===== src/rtl/serdes_cipher_deserializer.sv =====
// Receive-side deserializer: re-forms MSB-first cipher bytes, strips the key byte by XOR,
// and queues the results in a first-word fall-through FIFO drained over valid/ready.
module serdes_cipher_deserializer #(
   parameter logic [7:0]  KEY_BYTE   = 8'h34,
   parameter int unsigned FIFO_DEPTH = 4
) (
   input  logic       clk,
   input  logic       rst_n,
   input  logic       bit_valid,
   input  logic       bit_in,
   input  logic       frame_start,
   input  logic       clr_ovf,
   output logic [7:0] out_data,
   output logic       out_valid,
   input  logic       out_ready,
   output logic       overflow,
   output logic [7:0] frame_count,
   output logic       busy
);

   localparam int unsigned PTR_W = (FIFO_DEPTH > 1) ? $clog2(FIFO_DEPTH) : 1;
   localparam int unsigned OCC_W = $clog2(FIFO_DEPTH + 1);
   localparam logic [OCC_W-1:0] OCC_FULL = OCC_W'(FIFO_DEPTH);

   logic [6:0]       r_shift;
   logic [2:0]       r_bit_cnt;
   logic [7:0]       r_mem [FIFO_DEPTH];
   logic [PTR_W-1:0] r_rd_ptr;
   logic [PTR_W-1:0] r_wr_ptr;
   logic [OCC_W-1:0] r_occ;
   logic [7:0]       r_out_data;
   logic             r_out_valid;
   logic             r_overflow;
   logic [7:0]       r_frame_count;
   logic             r_busy;

   logic             w_complete;
   logic [7:0]       w_byte;
   logic             w_pop;
   logic             w_full;
   logic             w_push;
   logic             w_drop;
   logic [6:0]       w_shift_nxt;
   logic [2:0]       w_cnt_nxt;
   logic [OCC_W-1:0] w_occ_nxt;
   logic [PTR_W-1:0] w_rd_nxt;
   logic [7:0]       w_head_nxt;

   // Assembly, push/pop decisions and the next FIFO head
   always_comb begin
      w_complete  = bit_valid && !frame_start && (r_bit_cnt == 3'd7);
      w_byte      = {r_shift, bit_in} ^ KEY_BYTE;
      w_pop       = r_out_valid && out_ready;
      w_full      = (r_occ == OCC_FULL);
      w_push      = w_complete && (!w_full || w_pop);
      w_drop      = w_complete && !w_push;
      w_shift_nxt = r_shift;
      w_cnt_nxt   = r_bit_cnt;
      w_occ_nxt   = r_occ;
      w_rd_nxt    = r_rd_ptr;
      w_head_nxt  = r_out_data;

      if (frame_start) begin
         w_shift_nxt = {6'b0, bit_in & bit_valid};
         w_cnt_nxt   = bit_valid ? 3'd1 : 3'd0;
      end else if (bit_valid) begin
         w_shift_nxt = {r_shift[5:0], bit_in};
         w_cnt_nxt   = r_bit_cnt + 3'd1;
      end

      if (w_push && !w_pop)
         w_occ_nxt = r_occ + OCC_W'(1);
      else if (!w_push && w_pop)
         w_occ_nxt = r_occ - OCC_W'(1);

      if (w_pop)
         w_rd_nxt = r_rd_ptr + PTR_W'(1);

      // Head is the incoming byte when it lands exactly at the next read slot
      if (w_occ_nxt != '0) begin
         if (w_push && (r_wr_ptr == w_rd_nxt))
            w_head_nxt = w_byte;
         else
            w_head_nxt = r_mem[w_rd_nxt];
      end
   end

   always_ff @(posedge clk or negedge rst_n) begin
      if (!rst_n) begin
         r_shift       <= '0;
         r_bit_cnt     <= '0;
         r_rd_ptr      <= '0;
         r_wr_ptr      <= '0;
         r_occ         <= '0;
         r_out_data    <= '0;
         r_out_valid   <= 1'b0;
         r_overflow    <= 1'b0;
         r_frame_count <= '0;
         r_busy        <= 1'b0;
      end else begin
         r_shift     <= w_shift_nxt;
         r_bit_cnt   <= w_cnt_nxt;
         r_rd_ptr    <= w_rd_nxt;
         r_occ       <= w_occ_nxt;
         r_out_data  <= w_head_nxt;
         r_out_valid <= (w_occ_nxt != '0);
         r_busy      <= (w_cnt_nxt != 3'd0);
         if (w_push) begin
            r_wr_ptr      <= r_wr_ptr + PTR_W'(1);
            r_frame_count <= r_frame_count + 8'd1;
         end
         if (w_drop)
            r_overflow <= 1'b1;
         else if (clr_ovf)
            r_overflow <= 1'b0;
      end
   end

   // Storage array needs no reset; occupancy qualifies every read
   always_ff @(posedge clk) begin
      if (w_push)
         r_mem[r_wr_ptr] <= w_byte;
   end

   assign out_data    = r_out_data;
   assign out_valid   = r_out_valid;
   assign overflow    = r_overflow;
   assign frame_count = r_frame_count;
   assign busy        = r_busy;

endmodule


===== config.mk =====
export PLATFORM = sky130hd
export DESIGN_NAME = serdes_cipher_deserializer
export DESIGN_NICKNAME = d
export VERILOG_FILES = /design/src/rtl/serdes_cipher_deserializer.sv
export SDC_FILE = /design/constraint.sdc
export NUM_CORES = 1
export LEC_CHECK = 0
export CAP_MARGIN = 20
export CORE_MARGIN = 5
export CORE_UTILIZATION = 55
export CTS_BUF_LIST = sky130_fd_sc_hd__clkbuf_4 sky130_fd_sc_hd__clkbuf_8
export DETAILED_ROUTE_END_ITERATION = 16
export GPL_TIMING_DRIVEN = 1
export PLACE_DENSITY_LB_ADDON = 0.12
export RECOVER_POWER = 25
export SYNTH_ARGS = -nofsm -noshare
export SYNTH_HDL_FRONTEND = slang
export SYNTH_SLANG_ARGS = --single-unit

===== constraint.sdc =====
create_clock -name clk -period 2.6 [get_ports clk]
set_input_delay 0.52 -clock clk [delete_from_list [all_inputs] [get_ports clk]]
set_output_delay 0.52 -clock clk [all_outputs]
set_load 0.02 [all_outputs]

# Word level (Yosys, flattened, before mapping)
# Memory sizes are Yosys's and may differ from the RTL's. A register that Yosys moved wholly into a read port is not among the register bits.
# Index checks and enable logic that the tools add are counted.
# Widths: inputs -> output; s select.
[word_totals]
register_bits = 28
out_inout_bits = 19
wordCells = 49
mem_bits_rw = 32
mem_count = 1
[memory_table]
columns = ["memory", "words", "word_bits", "read_ports", "rd_ports_with_merged_regs", "write_ports", "line_no", "rtl"]
rows = [
  ["r_mem", 4, 8, 1, 1, 1, "27", "logic [7:0] r_mem [FIFO_DEPTH];"],
]
[classes]
n_mux = 12
n_reduce_logical = 17
n_addsub = 6
n_eq_ne = 2
n_bitwise = 2
[ops]
columns = ["cell", "n"]
rows = [
  ["$mux 7", 2],
  ["$mux 3", 4],
  ["$add 8x1->8 const B", 1],
  ["$logic_and 1x1->1", 7],
  ["$add 3x1->3 const B", 2],
  ["$eq 3x3->1 const B", 2],
  ["$reduce_bool 3->1", 2],
  ["$logic_not 1->1", 5],
  ["$mux 1", 5],
  ["$add 2x1->2 const B", 2],
  ["$reduce_bool 2->1", 2],
  ["$not 3->3", 1],
  ["$sub 3x1->3 const B", 1],
  ["$mux 2", 1],
  ["$and 1x1->1", 1],
  ["$logic_or 1x1->1", 1],
]

# Longest topological paths before layout
# Gate-level depths: netlist of the first run.
[depth]
depth_word = 9
ltp_mapped = 8
depth_no_buf = 7

# Worst setup path before layout of the first run
# No wires, ideal clock.
[synth_path]
path_kind = "flip-flop to flip-flop"
start = "register r_bit_cnt[0]"
end = "register r_out_data[0] (netlist: out_data[0]), read port of r_mem"
required_time_ns = 2.475
path_buffers = 1
setup_ns = 0.125
arrival_ns = 2.126
synth_period_minus_slack_ns = 2.250
stages_incl_launch_ff = 9
setup_slack_ns = 0.350
path_cell_list = "dfrtp_1 -> ha_1 -> ha_1 -> and3b_1 -> buf_2 -> and3_1 -> o21ba_2 -> a221oi_4 -> mux2_2"
[synth_between]
elab_chain_cells = 8
elab_cells_between_ends = 9
cone_classes = "1 x eq/ne; 2 x mux; 6 x reduce/logical"
[synth_lines]
columns = ["item", "line_no", "rtl"]
rows = [
  ["from (decl)", "26", "logic [2:0] r_bit_cnt;"],
  ["from (signal assigned)", "102", "r_bit_cnt <= w_cnt_nxt;"],
  ["$eq 3x3->1 (*)", "51", "w_complete = bit_valid && !frame_start && (r_bit_cnt == 3'd7);"],
  ["$logic_and 1x1->1 (*)", "51", ""],
  ["$logic_and 1x1->1 (*)", "55", "w_push = w_complete && (!w_full || w_pop);"],
  ["$logic_not 1->1", "73", "else if (!w_push && w_pop)"],
  ["$logic_and 1x1->1", "73", ""],
  ["$mux 3", "73", ""],
  ["$mux 3 (*)", "71", "if (w_push && !w_pop)"],
  ["$reduce_bool 3->1 (*)", "80", "if (w_occ_nxt != '0) begin"],
  ["to (decl)", "31", "logic [7:0] r_out_data;"],
]
# Every way passes the cells marked *; elsewhere a longest branch is shown, timed or not.
# A chain may end at the register's enable or synchronous reset.

# Worst setup path after layout of the first run
[layout_path]
start = "register r_bit_cnt[0]"
end = "register r_out_data[6] (netlist: out_data[6]), read port of r_mem"
# The elaborated chain is that of the path after synthesis.

==> results of run 1 <==
## worst paths after layout
kind,from,endpoint,slack [ns],cells past startpoint
worst max-delay path,r_bit_cnt[0],out_data[6],0.32,8
worst min-delay path,frame_count[7],frame_count[7],0.48,1
worst max register to register,r_bit_cnt[0],out_data[6],0.32,8
worst min register to register,frame_count[7],frame_count[7],0.48,1
max in group asynchronous,rst_n,r_shift[5],0.74,1
min in group asynchronous,rst_n,r_wr_ptr[0],0.73,1
## cell usage after synthesis, drive strengths merged (2+ instances only)
| master | count |
|---|---|
| mux2i | 23 |
| o21ai | 11 |
| and3 | 5 |
| mux4 | 2 |
| and2 | 5 |
| dfrtp | 36 |
| a21oi | 3 |
| a21boi | 2 |
| o211ai | 8 |
| edfxtp | 32 |
| a21o | 2 |
| and3b | 3 |
| xor2 | 2 |
| nor2 | 19 |
| buf | 7 |
| nand2b | 3 |
| mux2 | 10 |
| inv | 13 |
| clkbuf | 4 |
| nand3 | 3 |
| nand2 | 14 |
| a22oi | 7 |
| nand4 | 4 |
| ha | 10 |
| nor2b | 9 |
| xnor2 | 11 |
## through the flow
| stage | total power [mW] | instances |
|---|---|---|
| floorplan | 2.17 | 259 |
| global placement | 2.57 | 365 |
| detailed placement | 2.59 | 365 |
| CTS | 3.66 | 381 |
| global route | 3.84 | 381 |
| finish | 3.63 | 381 |
## logic make-up (layout without fill, tap and decap cells)
| logic type | count (synthesis) | count (layout) |
|---|---|---|
| flip-flops | 68 | 68 |
| XOR/XNOR | 13 | 13 |
| multiplexers | 35 | 35 |
| AO/OA/AOI/OAI | 38 | 38 |
| AND/OR/NAND/NOR | 71 | 71 |
| buffers and inverters | 24 | 71 |
| adder cells (fa/ha/maj) | 10 | 10 |
## cells in the final DEF (no fill, tap or decap), types with 3 or more instances in the layout
master           count
nand4_1              3
dfrtp_1             36
bufinv_16            3
a22oi_1              7
o211ai_1             8
a21oi_1              3
nand3_1              3
nand2b_1             3
mux2_2              10
clkdlybuf4s50_1     24
nor2_1              19
nand2_1             13
and2_1               5
clkbuf_8             9
edfxtp_1            32
buf_12               5
inv_1               13
and3_1               5
buf_4               12
xnor2_1             11
o21ai_0             11
and3b_1              3
nor2b_1              9
ha_1                10
mux2i_1             23
## cell type report
type	count	area, sq um
timing repair buffer	42	434
multi-input combinational	167	1320
clock buffer	9	124
sequential	68	1860
clock inverter	7	124
fill	419	1850
inverter	13	48.8
tap	75	93.8
## worst reg2reg max path, delay by kind of cell, from the launching register on
| family | cells | cell delay [ns] |
|---|---|---|
| mux | 1 | 0.33 |
| flops | 1 | 0.39 |
| simple gates | 2 | 0.43 |
| compound gates | 2 | 0.44 |
| fa+ha+maj | 2 | 0.41 |
| buf+inv | 1 | 0.17 |
## routing by layer
layer	vias up	share of wire (%)	global-route usage (%)
li1	1013	-	-
met1	989	46	27.3
met2	61	47	27.5
met3	6	5.8	4.54
met4	0	1.1	6.97
met5	-	0	0
## flip-flops by register name, indices dropped and copies added, names as in the netlist, 2 cells and up
signal,cells
r_mem,32
frame_count,8
out_data,8
r_shift,7
r_bit_cnt,3
r_occ,3
r_rd_ptr,2
r_wr_ptr,2
## report_power, final
group	leakage [nW]	internal (mW)	switching [mW]
combinational	0.825	0.594	0.553
sequential	0.730	1.24	0.171
clock	0.125	0.645	0.425
==> results_dict.tcl, run 1 <==
set metrics [dict create \
    status "finished with violations" \
    violations "max-capacitance violations, max-slew violations" \
    antenna_found_initial 0 \
    holdWs_ns 0.481 \
    clk_pin_slew_ns 0.08 \
    ys.flop_type "dfrtp_1" \
    synth_nets 276 \
    pwr_density_cell_mw_per_mm2 908 \
    cts_sinks 68 \
    die_w_um 87.2 \
    clockBufferDepth 2 \
    drt-initial-drc-count 119 \
    initial_core_util_pct 56.1 \
    cts_resized 0 \
    place_congestion 0.884 \
    nNetsFinal 318 \
    worst-setup-path-type "flop to flop" \
    finalWirelength_um 6340 \
    yosysTopAreaCell "edfxtp_1" \
    rows 28 \
    setup-tns-final_ns 0 \
    synth-compound-area-share_pct 8.74 \
    cpMaxStageDelayCell "dfrtp_1" \
    crit_chain "ha_1, ha_1, and3b_1, and3_1, o21ba_2, a221oi_4, buf_12, mux2_2" \
    pin_count 26 \
    fin_skew_ns 0.0115 \
    min_period_ns 2.28 \
    ir_drop_uv 720 \
    synthTopCellsByArea "edfxtp_1 29%, dfrtp_1 27%, mux2i_1 7.0%" \
    synth-xor-area-share_pct 3.47 \
    critPathMaxStageDelay_ns 0.39 \
    drtPass1Iterations 5 \
    synth_edf_count 32 \
    track_usage_pct 18.8 \
    async_flop_share_pct 52.9 \
    die_height_um 87.2 \
    relSlewSlack_pct -31.2 \
    grt-ovfl-total 0 \
    critPathTopFamily "compound AO/OA/AOI/OAI gates" \
    synth_area_per_cell_sq_um 12.7 \
    synth_top_family_by_area "simple AND/OR/NAND/NOR gates" \
    setup_viol_count_final 0 \
    critical_path_required_ns 2.82 \
    worst_setup_path_start_kind "flop" \
    cts_buffers 9 \
    synth_top_area_share_pct 29.3 \
    cp.buffers_inverters 1 \
    coreArea_sq_mm 0.00585 \
    cp-end-kind "flop" \
    synthSimpleGateAreaFrac_pct 12.2 \
    synth.ff_latch_count 68 \
    post-route-period-util_pct 87.5 \
    seq_area_frac_synth_pct 56.8 \
    dpl-instance-area_sq_mm 0.00375 \
    clockRootBuffer "clkbuf_8" \
    post_cts_buffers 0 \
    ctsHoldBuffers 0 \
    drc 0 \
    syn-cell-area_sq_mm 0.00328 \
    vias_per_cell 5.43 \
    synthMuxAreaShare_pct 11.8 \
    hold_class "flop to flop" \
    clkLatencyLatePin_ns 0.34 \
    area_delta_synth_final_pct 22.0 \
    grt_start_max_net_pins 37 \
    fin_area_sq_mm 0.00400 \
    drv_slew 37 \
    dieArea_sq_mm 0.00761 \
    cts_tree "yes" \
    ys_types 42 \
    grt_first_pass_wirelength_um 10600 \
    synth_fa_ha_area_share_pct 3.82 \
    tightest_slew_ns 1.97 \
    fin_util_pct 68.4 \
    num_antenna_cells 0 \
    critPathMaxFanout 9 \
    vias 2069 \
    wl_per_cell_um 16.6 \
    leakage_nw 1.68 \
    grt_pass1_vias 2104 \
    rsz0062_at_grt "false" \
    maxCapViolCount 1 \
    hold_viol 0 \
    htreeDepth 3 \
    postRouteAntennaNets 0 \
    pre_cts_ws_ns 0.0295 \
    drive_above_1_share_pct 17.3 \
    path_common_cell "ha_1" \
    finalWorstSetupSlack_ns 0.325 \
    syn_inst 259 \
    arrival_ns 2.50 \
    hpwl_um 4370 \
    yosys_warnings 0 \
    fmax_mhz 440 \
    port_buffers 25 \
]
No activity file was read; power rests on OpenSTA's default activity.
==> run 2: changes to the inputs <==
- CELL_PAD_IN_SITES_DETAIL_PLACEMENT: default -> 0
- CELL_PAD_IN_SITES_GLOBAL_PLACEMENT: default -> 1
- CORE_UTILIZATION: 55 -> 49
==> results_dict.tcl, run 2 (synthesis gave the netlist of run 1 again) <==
set metrics [dict create \
    area_delta_synth_final_pct 21.8 \
    worst-setup-path-type "flop to flop" \
    antenna_found_initial 0 \
    placed_cells 370 \
    hold_viol 0 \
    worst_setup_path_start_kind "flop" \
    pre_cts_ws_ns -0.00199 \
    nNetsFinal 321 \
    grt_start_max_net_pins 37 \
    maxCapViolCount 1 \
    cts_sinks 68 \
    coreArea_sq_mm 0.00642 \
    cts_resized 0 \
    post-route-period-util_pct 88.2 \
    die_w_um 91.8 \
    r2r_cells 8 \
    critical_path_required_ns 2.83 \
    min_from "frame_count[7]" \
    vias 2095 \
    pin_count 26 \
    drive_above_1_share_pct 17.8 \
    dieArea_sq_mm 0.00843 \
    tightest_slew_ns 1.94 \
    postRouteAntennaNets 0 \
    p_total_mw 3.52 \
    setup_viol_count_final 0 \
    place_congestion 0.732 \
    drv_slew 37 \
    clockRootBuffer "clkbuf_8" \
    fmax_mhz 436 \
    reg2reg_from "r_bit_cnt[0]" \
    ctsHoldBuffers 0 \
    violations "max-capacitance violations, max-slew violations" \
    leakage_nw 1.68 \
    layout_common_cells "36 x dfrtp_1, 32 x edfxtp_1, 24 x clkdlybuf4s50_1" \
    port_buffers 25 \
    fin_skew_ns 0.0146 \
    clockBufferDepth 2 \
    finalWirelength_um 6680 \
    cts_tree "yes" \
    fillCellCount 525 \
    grt_first_pass_wirelength_um 11200 \
    final_cells 386 \
    status "finished with violations" \
    grt-ovfl-total 0 \
    rows 29 \
    highest_layer "met4" \
    critPathMaxFanout 9 \
    drc 0 \
    wl_met3_um 180 \
    clk_pin_slew_ns 0.07 \
    hold_class "flop to flop" \
    cp-end-kind "flop" \
    regMostFlops "r_mem" \
    htreeDepth 3 \
    vias_per_cell 5.43 \
    layout.cells.most_common "dfrtp_1" \
    rr_endpoint "out_data[7]" \
    hold_end "frame_count[7]" \
    wl_met1_um 3220 \
    initial_core_util_pct 51.1 \
    drtPass1Iterations 4 \
    rsz0062_at_grt "false" \
    relSlewSlack_pct -29.5 \
    hold_path_depth 1 \
    min_period_ns 2.29 \
    arrival_ns 2.53 \
    die_height_um 91.8 \
    ir_drop_uv 530 \
    drt-initial-drc-count 99 \
    wl_per_cell_um 17.3 \
    track_usage_pct 17.8 \
    finalWorstSetupSlack_ns 0.306 \
    largest_register_ff_count 32 \
    grt_pass1_vias 2170 \
    post_cts_buffers 0 \
    hpwl_um 4640 \
    wl_met2_um 3110 \
    cts_buffers 9 \
    clkLatencyLatePin_ns 0.35 \
    rrSetupSlack_ns 0.31 \
    pwr_density_cell_mw_per_mm2 882 \
    num_antenna_cells 0 \
]
## run 2: cell types whose count changed in the layout (fill, tap and decap cells not counted), sizes merged
cell	delta
inv	-1
buf	+3
clkbuf	+2
bufinv	-1
## run 2: final cells by class
cell class,instances,area (sq um),share of cell area (%)
sequential,68,1860,46.6
multi-input combinational,167,1320,32.9
timing repair buffer,45,457,11.4
clock buffer,11,139,3.48
tap,77,96.3,2.41
clock inverter,5,77.6,1.94
inverter,13,48.8,1.22
## run 2: where the power goes
part           switching [mW]  internal, mW  total (mW)
clock                   0.403         0.559       0.961
sequential              0.178          1.24        1.42
combinational           0.551         0.589        1.14
total                    1.13          2.39        3.52
## run 2: stage by stage
stage | hold slack, ns | utilization, % | instance area, sq um | setup TNS [ns]
6_report | 0.484 | 62.2 | 4000 | 0
5_1_grt | 0.519 | 62.2 | 4000 | 0
4_1_cts | 0.277 | 62.2 | 4000 | 0
3_5_place_dp | 0.477 | 58.9 | 3780 | -0.00199
3_3_place_gp | 0.461 | 58.9 | 3780 | 0
2_1_floorplan | 0.224 | - | 3280 | 0
## run 2: worst max-delay path by stage
| stage | start | to | slack [ns] | depth (start not counted) |
|---|---|---|---|---|
| 3_5_place_dp | frame_start | out_data[7] | -0.002 | 7 |
| 5_1_grt | r_occ[0] | out_data[3] | 0.20 | 8 |
| 6_report | r_bit_cnt[0] | out_data[7] | 0.31 | 8 |
| 2_1_floorplan | r_bit_cnt[0] | out_data[0] | 0.35 | 8 |
| 3_3_place_gp | frame_start | out_data[4] | 0.03 | 7 |
| 4_1_cts | r_bit_cnt[0] | out_data[7] | 0.31 | 8 |
## run 2: critical path, stage by stage (launching register included)
cell and delay [ns]:
dfrtp_1 0.38, ha_1 0.19, ha_1 0.22, and3b_1 0.23, and3_1 0.20, o21ba_2 0.22
a221oi_4 0.22, buf_12 0.18, mux2_2 0.34
## run 2: layer usage
| layer | up-vias | GRT usage (%) |
|---|---|---|
| met2 | 28 | 27.4 |
| met3 | 12 | 3.85 |
| met5 | - | 0 |
| met4 | 0 | 9.28 |
| met1 | 1037 | 23.7 |
| li1 | 1018 | - |
==> run 3: changes to the inputs <==
- ABC_AREA: default -> 1
- CORE_UTILIZATION: 49 -> 47
==> results_dict.tcl, run 3 <==
set metrics [dict create \
    status "finished with violations" \
    violations "max-capacitance violations, max-slew violations" \
    drive_above_1_share_pct 11.2 \
    pin_count 26 \
    r2r_cells 11 \
    pwr_density_cell_mw_per_mm2 952 \
    layout.cells.most_common "nand2_1" \
    rows 30 \
    initial_core_util_pct 48.1 \
    cts_tree "yes" \
    rrSetupSlack_ns 0.77 \
    grt_start_max_net_pins 37 \
    area_delta_synth_final_pct 18.4 \
    comb_power_share_pct 37.0 \
    holdWs_ns 0.521 \
    leakage_nw 1.82 \
    clkLatencyLatePin_ns 0.34 \
    relSlewSlack_pct -29.1 \
    seq_area_frac_synth_pct 57.0 \
    fin_skew_ns 0.00786 \
    cpMaxStageDelayCell "clkdlybuf4s50_1" \
    p_int_mw 2.29 \
    min_period_ns 1.95 \
    drtPass1Iterations 5 \
    critPathMaxFanout 5 \
    synthTopCellsByArea "edfxtp_1 29%, dfrtp_1 28%, nand2_1 9.0%" \
    dieArea_sq_mm 0.00872 \
    cts_buffers 9 \
    grt-ovfl-total 0 \
    rsz0062_at_grt "false" \
    p_total_mw 3.68 \
    ctsHoldBuffers 0 \
    layout_common_cells "78 x nand2_1, 49 x inv_1, 36 x nand3_1, 36 x dfrtp_1, 32 x edfxtp_1" \
    synth_top_area_share_pct 29.4 \
    vias_per_cell 4.81 \
    netlist_top_cells_count "78 x nand2_1, 49 x inv_1, 36 x dfrtp_1, 36 x nand3_1, 32 x edfxtp_1" \
    synth_area_per_cell_sq_um 10.1 \
    synth_nets 342 \
    fillCellCount 609 \
    nNetsFinal 379 \
    grt_first_pass_wirelength_um 10800 \
    hpwl_um 4550 \
    yosys_warnings 0 \
    tightest_slew_ns 1.94 \
    arrival_ns 1.43 \
    setup_viol_count_final 0 \
    die_w_um 93.4 \
    setup-tns-final_ns 0 \
    fin_util_pct 56.9 \
    syn-cell-area_sq_mm 0.00327 \
    seqPwrFrac_pct 36.8 \
    wl_met2_um 2800 \
    cp-end-kind "primary output" \
    highest_layer "met4" \
    coreArea_sq_mm 0.00679 \
    async_flop_share_pct 52.9 \
    reg2reg_from "r_bit_cnt[0]" \
    num_antenna_cells 0 \
    htreeDepth 3 \
    yosysTopAreaCell "edfxtp_1" \
    hold_class "flop to flop" \
    post-route-period-util_pct 75.1 \
    wl_met3_um 317 \
    finalWirelength_um 6400 \
    netSwitchingFraction_pct 37.9 \
    cp-startpoint "out_valid" \
    post_cts_buffers 0 \
    drc 0 \
    postRouteAntennaNets 0 \
    synth_edf_count 32 \
    pwr-share-clk_pct 26.2 \
    drt-initial-drc-count 92 \
    fmax_mhz 512 \
    clk_pin_slew_ns 0.07 \
    synth.ff_latch_count 68 \
    antenna_found_initial 0 \
    clockBufferDepth 2 \
    cts_resized 0 \
    wl_met1_um 3160 \
    worst-setup-path-type "flop to primary output" \
    critPathMaxStageDelay_ns 0.64 \
    clockRootBuffer "clkbuf_8" \
    hold_viol 0 \
    cp.buffers_inverters 1 \
    ys.flop_type "dfrtp_1" \
    port_buffers 25 \
    critPathTopFamily "buffers and inverters" \
    die_height_um 93.4 \
    path_depth 1 \
    maxCapViolCount 1 \
    regMostFlops "r_mem" \
    crit_chain "clkdlybuf4s50_1" \
    final_cells 463 \
    track_usage_pct 16.4 \
    worst_setup_path_start_kind "flop" \
    grt_pass1_vias 2161 \
    largest_register_ff_count 32 \
    cp-endpoint "out_valid" \
    vias 2228 \
    cts_sinks 68 \
    drv_slew 37 \
    wl_per_cell_um 13.8 \
    yosysMostFrequentCell "nand2_1" \
    syn_inst 325 \
    ir_drop_uv 394 \
    ys_types 26 \
    critical_path_required_ns 2.08 \
    placed_cells 447 \
    rr_endpoint "out_data[7]" \
    place_congestion 0.780 \
    p_sw_mw 1.40 \
]
run 3: per-stage QoR:
step | setup WS, ns | instance area [sq um]
floorplan | 0.741 | 3270
finish | 0.648 | 3870
CTS | 0.623 | 3870
global route | 0.263 | 3870
global placement | 0.268 | 3650
detailed placement | 0.258 | 3650
run 3: power by group through the flow:
| stage | Clock [mW] | Sequential, mW | Combinational [mW] |
|---|---|---|---|
| 2_1_floorplan | 0 | 1.45 | 0.889 |
| 3_3_place_gp | 0 | 1.38 | 1.37 |
| 3_5_place_dp | 0 | 1.38 | 1.37 |
| 4_1_cts | 0.989 | 1.36 | 1.38 |
| 5_1_grt | 1.04 | 1.37 | 1.54 |
| 6_report | 0.965 | 1.36 | 1.36 |
run 3: kinds of logic after synthesis:
group	Yosys count	share of synthesized area, %
AO/OA/AOI/OAI	11	2.07
XOR/XNOR	11	2.95
adder cells (fa/ha/maj)	10	3.83
buffers and inverters	58	7.05
flip-flops	68	57.0
multiplexers	1	0.345
AND/OR/NAND/NOR	166	26.8
run 3: layer usage:
layer	up-vias	global-route usage, %
met1	1035	22.9
li1	1135	-
met5	-	0
met4	0	6.96
met3	9	4.34
met2	49	24.1
run 3: worst min-delay path by stage:
stage,start,end,slack [ns],depth (start not counted)
after CTS,rst_n,out_data[4],0.29,1
after floorplan,rst_n,busy,0.22,0
after detailed placement,frame_count[6],frame_count[6],0.51,1
after global routing,frame_count[4],frame_count[4],0.56,1
final,frame_count[2],frame_count[2],0.52,1
after global placement,frame_count[6],frame_count[6],0.50,1
run 3: area by class of cell:
| class | instances | area, sq um | share of cell area (%) |
|---|---|---|---|
| inverter | 53 | 199 | 5.14 |
| clock buffer | 9 | 124 | 3.20 |
| clock inverter | 7 | 98.8 | 2.56 |
| tap | 96 | 120 | 3.11 |
| multi-input combinational | 199 | 1170 | 30.4 |
| sequential | 68 | 1860 | 48.1 |
| timing repair buffer | 31 | 289 | 7.47 |
